==> src/rtl/b32_shifter_seq.sv <==
// rtl/b32_shifter_seq.sv - bit-serial barrel shifter (SLL/SRL/SRA/ROR), one bit per clock
//
// Ports:
//   clk   - single clock, rising edge
//   rst   - synchronous active-high reset
//   start - begin an operation (accepted only while ready)
//   mode  - 00 SLL, 01 SRL, 10 SRA, 11 ROR
//   X     - operand
//   S     - unsigned shift amount, 0..N-1
//   ready - idle, able to accept start
//   busy  - shifting in progress
//   done  - one-cycle result-valid pulse
//   Z     - registered result, held until the next completed operation
module b32_shifter_seq #(
  parameter  int N  = 32,
  localparam int SW = $clog2(N)
) (
  input  logic          clk,
  input  logic          rst,
  input  logic          start,
  input  logic [1:0]    mode,
  input  logic [N-1:0]  X,
  input  logic [SW-1:0] S,
  output logic          ready,
  output logic          busy,
  output logic          done,
  output logic [N-1:0]  Z
);

  typedef enum logic [1:0] {
    IDLE  = 2'b00,
    SHIFT = 2'b01,
    DONE  = 2'b10
  } state_t;

  state_t        state_q, state_d;
  logic [N-1:0]  acc_q, acc_d;
  logic [SW-1:0] cnt_q, cnt_d;
  logic [1:0]    mreg_q, mreg_d;
  logic [N-1:0]  z_q, z_d;
  logic [N-1:0]  acc_step;

  // One-bit step of the accumulator for the captured mode.
  always_comb begin
    acc_step = acc_q;
    case (mreg_q)
      2'b00:   acc_step = {acc_q[N-2:0], 1'b0};
      2'b01:   acc_step = {1'b0, acc_q[N-1:1]};
      2'b10:   acc_step = {acc_q[N-1], acc_q[N-1:1]};
      default: acc_step = {acc_q[0], acc_q[N-1:1]};
    endcase
  end

  always_comb begin
    state_d = state_q;
    acc_d   = acc_q;
    cnt_d   = cnt_q;
    mreg_d  = mreg_q;
    z_d     = z_q;
    case (state_q)
      IDLE: begin
        if (start) begin
          state_d = SHIFT;
          acc_d   = X;
          cnt_d   = S;
          mreg_d  = mode;
        end
      end
      SHIFT: begin
        // The cnt==0 edge spends one extra cycle publishing acc, which
        // gives the fixed S+1 edges from accept to done.
        if (cnt_q != '0) begin
          acc_d = acc_step;
          cnt_d = cnt_q - SW'(1);
        end else begin
          z_d     = acc_q;
          state_d = DONE;
        end
      end
      DONE: begin
        state_d = IDLE;
      end
      default: begin
        state_d = IDLE;
      end
    endcase
  end

  always_ff @(posedge clk) begin
    if (rst) begin
      state_q <= IDLE;
      acc_q   <= '0;
      cnt_q   <= '0;
      mreg_q  <= 2'b00;
      z_q     <= '0;
    end else begin
      state_q <= state_d;
      acc_q   <= acc_d;
      cnt_q   <= cnt_d;
      mreg_q  <= mreg_d;
      z_q     <= z_d;
    end
  end

  assign ready = (state_q == IDLE);
  assign busy  = (state_q == SHIFT);
  assign done  = (state_q == DONE);
  assign Z     = z_q;

endmodule

==> config.mk <==
export PLATFORM = sky130hd
export DESIGN_NAME = b32_shifter_seq
export DESIGN_NICKNAME = d
export VERILOG_FILES = /design/src/rtl/b32_shifter_seq.sv
export SDC_FILE = /design/constraint.sdc
export NUM_CORES = 1
export LEC_CHECK = 0
export BUFFER_PORTS_ARGS = -buffer_cell sky130_fd_sc_hd__buf_2
export CAP_MARGIN = 10
export CORE_ASPECT_RATIO = 2
export CORE_MARGIN = 2
export CORE_UTILIZATION = 50
export DETAILED_ROUTE_END_ITERATION = 8
export HOLD_SLACK_MARGIN = 0.08
export PLACE_DENSITY = 0.75
export RECOVER_POWER = 100
export SETUP_SLACK_MARGIN = 0.1
export SLEW_MARGIN = 10
export SYNTH_ARGS = -nofsm -noshare
export SYNTH_HDL_FRONTEND = slang
export SYNTH_SLANG_ARGS = --single-unit
==> constraint.sdc <==
create_clock -name clk -period 4.2 [get_ports clk]
set_clock_uncertainty 0.15 [all_clocks]
set_input_delay 0.42 -clock clk [delete_from_list [all_inputs] [get_ports clk]]
set_output_delay 0.42 -clock clk [all_outputs]
set_load 0.02 [all_outputs]
Word-level counts from Yosys, hierarchy flattened:

Index checks and enable logic that the tools add are counted.

* shift operators: 0
* $mul: 0
* equal/unequal tests: 8
* add/sub/neg operators: 1
* reduce and logical (&&, ||, !) cells: 9
* mux-type cells: 10
* $lt $le $gt $ge: 0
* bitwise gates (word level): 1
* div/mod/pow operators: 0

Operators with widths (number)
* 32-bit one-hot mux with 3 select lines: 1
* 32-bit 2-to-1 mux: 2
* 32-bit one-hot mux with 2 select lines: 1
* 5-bit 2-to-1 mux: 2
* 5-bit one-hot mux with 2 select lines: 1
* 2-bit inequality test (second input constant): 3
* 2-bit AND reduction: 3
* 5-bit nonzero test: 1
* 5-bit by 1-bit subtractor with 5-bit output (second input constant): 1
* 2-bit by 1-bit == test with 1-bit output (second input constant): 2
* 2-bit == test (second input constant): 2
* 2-bit logical NOT: 2
* 2-bit 2-to-1 mux: 2
* 2-bit one-hot mux with 2 select lines: 1
* 4-bit AND reduction: 1
* 3-bit AND reduction: 1
* 2-bit by 1-bit inequality test with 1-bit output (second input constant): 1
* 2-bit nonzero test: 1
* 1-bit NOT: 1

* ROM bits: 0
* memories: 0
* bits in latches: 0
* bits of input ports: 42
* logic and storage cells: 35
* RAM bits: 0
* register bits after elaboration: 73

Longest topological paths before layout:

* word-level depth: 4
* mapped depth: 8
* gate-level depth less buffers: 5

Least setup slack after synthesis:

Ideal clock, no wire load.

* kind: register to register
* from: reg cnt_q[0]
* to: reg acc_q[10]
* data required time: 3.921 ns
* cell stages (with the launch flop): 7
* setup slack: 2.122 ns
* library setup time: 0.129 ns
* data arrival time: 1.799 ns
* buffers on the path: 1
* period minus slack after synthesis: 2.078 ns
* cells stage by stage: dfxtp_1 > inv_1 > ha_1 > or3b_2 > o311ai_4 > buf_2 > o32ai_2

* cells in the longest elaborated chain, start to end: 3

RTL lines
* start: declaration: RTL line 38 `logic [SW-1:0] cnt_q, cnt_d;`
* start signal: assignment: RTL line 99 `cnt_q <= cnt_d;`
* 5-bit nonzero test: RTL line 72 `if (cnt_q != '0) begin`
* 2-bit by 1-bit inequality test with 1-bit output (no source line)
* 3-bit AND reduction (no source line)
* end signal: assignment: RTL line 92 `acc_q <= '0;`
* end signal: assignment: RTL line 98 `acc_q <= acc_d;`
* end: declaration: RTL line 37 `logic [N-1:0] acc_q, acc_d;`

Every way passes these cells.
A chain may end at the register's enable or synchronous reset.

Worst setup path after layout:

* from: reg cnt_q[0]
* to: reg acc_q[31]

* cells in the longest elaborated chain, start to end: 3

RTL lines (RTL line)
* 5-bit nonzero test: 72
* 2-bit by 1-bit inequality test with 1-bit output (no source line)
* 4-bit AND reduction (no source line)

Every way passes these cells.

==> summary.md <==
| Metric | Value |
|---|---|
| Post-CTS sizing | `0` |
| Initial DRT Pass Iterations | `4` |
| H-Tree Level Count | `3` |
| Final ANT Viol Nets | `0` |
| Vias in the first global route | `2982` |
| Crit-path leading delay family | `buffers and inverters` |
| Power, Total | `2520 uW` |
| DR DRC count | `0` |
| Run status | `complete, but fails checks` |
| Design area | `4130 um2` |
| Core area | `7160 um2` |
| YS warnings | `0` |
| Grt ovf | `0` |
| Maximum vdd drop | `458 uV` |
| Die width | `64.5 um` |
| Cell Pwr Density | `610 nW/um2` |
| Syn nets | `463` |
| Num CTS Buffers | `9` |
| Number of library cell types mapped by synthesis | `39` |
| First-pass GRT wire length | `14700 um` |
| NumNets Final | `509` |
| Slew Viols, Final | `132` |
| Post-Syn Area | `3660 um2` |
| Failing checks | `capacitance limit, slew limit` |
| Leak | `0.00146 uW` |
| Post-place instance area | `3980 um2` |
| Worst min path class | `input pin to flop` |
| Clk Latency, worst-skew pair | `0.33 ns` |
| HPWL after DPL | `5260 um` |
| Hold Fails Final Rpt | `0` |
| Number of antenna cells inserted | `0` |
| Endpoints failing setup | `0` |
| Die H | `125 um` |
| Final GP Congestion | `0.790` |
| Vias/cell | `5.87` |
| Flops & latches, synth | `73` |
| Clk buf depth | `2` |
| Largest net degree at the start of global routing | `101` |
| Relative slew slack | `-30.5%` |
| First DRT Iteration DRCs | `303` |
| Critical path startpoint category | `flop` |
| Slowest cell delay on critical path | `1.07 ns` |
| Crit path cell chain | `inv_1, ha_1, or4b_1, clkbuf_1, a31oi_1, o41ai_1` |
| Final WL | `8830 um` |
| Worst Path Required | `4.28 ns` |
| TritonCTS clock tree | `yes` |
| Post-synthesis sequential area ratio | `40.0%` |
| Unrepaired setup endpoints after global routing | `no` |
| Avg Synthesized Cell Area | `8.71 um2` |
| Mapped Cells | `420` |
| Pre-CTS setup slack | `1.61 ns` |
| WP data arrival | `2.79 ns` |
| # rows | `44` |
| All-Layer GR Usage | `23.1%` |
| Share of cells above drive strength 1 | `16.8%` |
| Root Buffer | `clkbuf_16` |
| Period utilisation layout | `64.5%` |
| Core Util, Final | `57.7%` |
| IO Port Bufs | `76` |
| Setup ws final | `1.49 ns` |
| IO Count | `77` |
| Most common flop cell mapped by yosys | `dfxtp_1` |
| FMAX | `369 MHz` |
| CP max stage cell | `clkbuf_1` |
| Crit path max fanout | `36` |
| Initial Util | `51.1%` |
| # Post-CTS Setup Buffers | `0` |
| Max-Cap Viols | `2` |
| CTS clk-pin slew, worst paths | `0.06 ns` |
| Buf+Inv Stages, Crit Path | `2` |
| Cts hold-fix bufs | `0` |
| Area grow syn2layout | `12.9%` |
| Antenna violations before repair | `0` |
| Most frequent cells in the layout | `dfxtp_1, o21ai_0, buf_2` |
| Fin crit period | `2.71 ns` |
| Commonest non-fill, non-tap cell in the layout | `dfxtp_1` |
| WS Path Type | `flop to flop` |
| Clock Sinks | `73` |
| Synth async-reset ratio | `0%` |
| Vias | `3302` |
| Drt wl/cell | `15.7 um` |
| Worst setup EP type | `flop` |
| Die area | `8060 um2` |
| Sum Neg Setup Slack | `0 ns` |
| Number of flops mapped to enable cells by yosys | `0` |
| Worst slew pin tran | `1.96 ns` |
## worst min-delay path, cell delays in order
cell	delay [ns]
buf_2	0.08
mux2i_1	0.06
nor2_1	0.07
## flip-flops by register name, indices dropped and copies added (netlist names)
| register | flops |
|---|---|
| Z | 32 |
| acc_q | 32 |
| cnt_q | 5 |
| mreg_q | 2 |
| state_q | 2 |
## area by class of cell
class	count	area [um2]
flip-flops and latches	73	1460
inverters	38	143
repair buffers	83	385
multi-input cells	261	1750
clock buffers	13	260
well taps	92	115
fillers	710	3030
clock inverters	3	15.0
## kinds of logic (layout without fill, tap and decap cells)
kind of cell               count (synthesis)  count (layout)  synth area share (%)
buffers and inverters                     86             137                  10.2
and+or+nand+nor                           84              84                  11.4
muxes                                      4               4                  1.09
adders and majority gates                  1               1                 0.342
DFF                                       73              73                  40.0
AOI/OAI and AO/OA                        172             172                  37.0
## where the power goes
part / internal, uW / switching (uW) / leakage, uW
combinational: 309 / 546 / 0.000728
sequential: 824 / 132 / 0.000596
clock: 429 / 279 / 0.000139
## worst paths after layout
| path | start | endpoint | slack [ns] | depth (start not counted) |
|---|---|---|---|---|
| max | cnt_q[0] | acc_q[31] | 1.49 | 6 |
| min | mode[0] | mreg_q[0] | 0.19 | 3 |
| max reg2reg | cnt_q[0] | acc_q[31] | 1.49 | 6 |
| min reg2reg | acc_q[11] | Z[11] | 0.32 | 2 |
## synth_stat cells (2+ instances only)
| cell type | number | share of area (%) |
|---|---|---|
| o32ai_1 | 11 | 2.6 |
| mux2i_1 | 4 | 1.1 |
| nor3_1 | 2 | 0.27 |
| o21ai_0 | 62 | 8.5 |
| nor3b_1 | 3 | 0.62 |
| dfxtp_1 | 73 | 40 |
| clkbuf_1 | 34 | 3.5 |
| buf_1 | 2 | 0.21 |
| inv_1 | 38 | 3.9 |
| buf_2 | 8 | 1.1 |
| nand2b_1 | 3 | 0.51 |
| o22ai_1 | 3 | 0.51 |
| a21oi_1 | 34 | 4.7 |
| o311a_1 | 31 | 8.5 |
| buf_8 | 3 | 1.2 |
| o32ai_2 | 19 | 8.5 |
| nand3_1 | 33 | 4.5 |
| nor2_1 | 36 | 3.7 |
## layer usage
metal | up-vias | global-route usage (%) | wire (um)
li1 | 1655 | - | -
met1 | 1531 | 30.5 | 3890
met2 | 103 | 36.4 | 4260
met3 | 13 | 5.13 | 508
met4 | 0 | 9.01 | 176
met5 | - | 0 | 0
## per-stage QoR
stage / hold slack [ns] / instances
2_1_floorplan: 0.303 / 420
3_3_place_gp: 0.308 / 547
3_5_place_dp: 0.314 / 547
4_1_cts: 0.170 / 563
5_1_grt: 0.205 / 563
6_report: 0.185 / 563
Note: power is estimated with default switching activity, not from simulation.
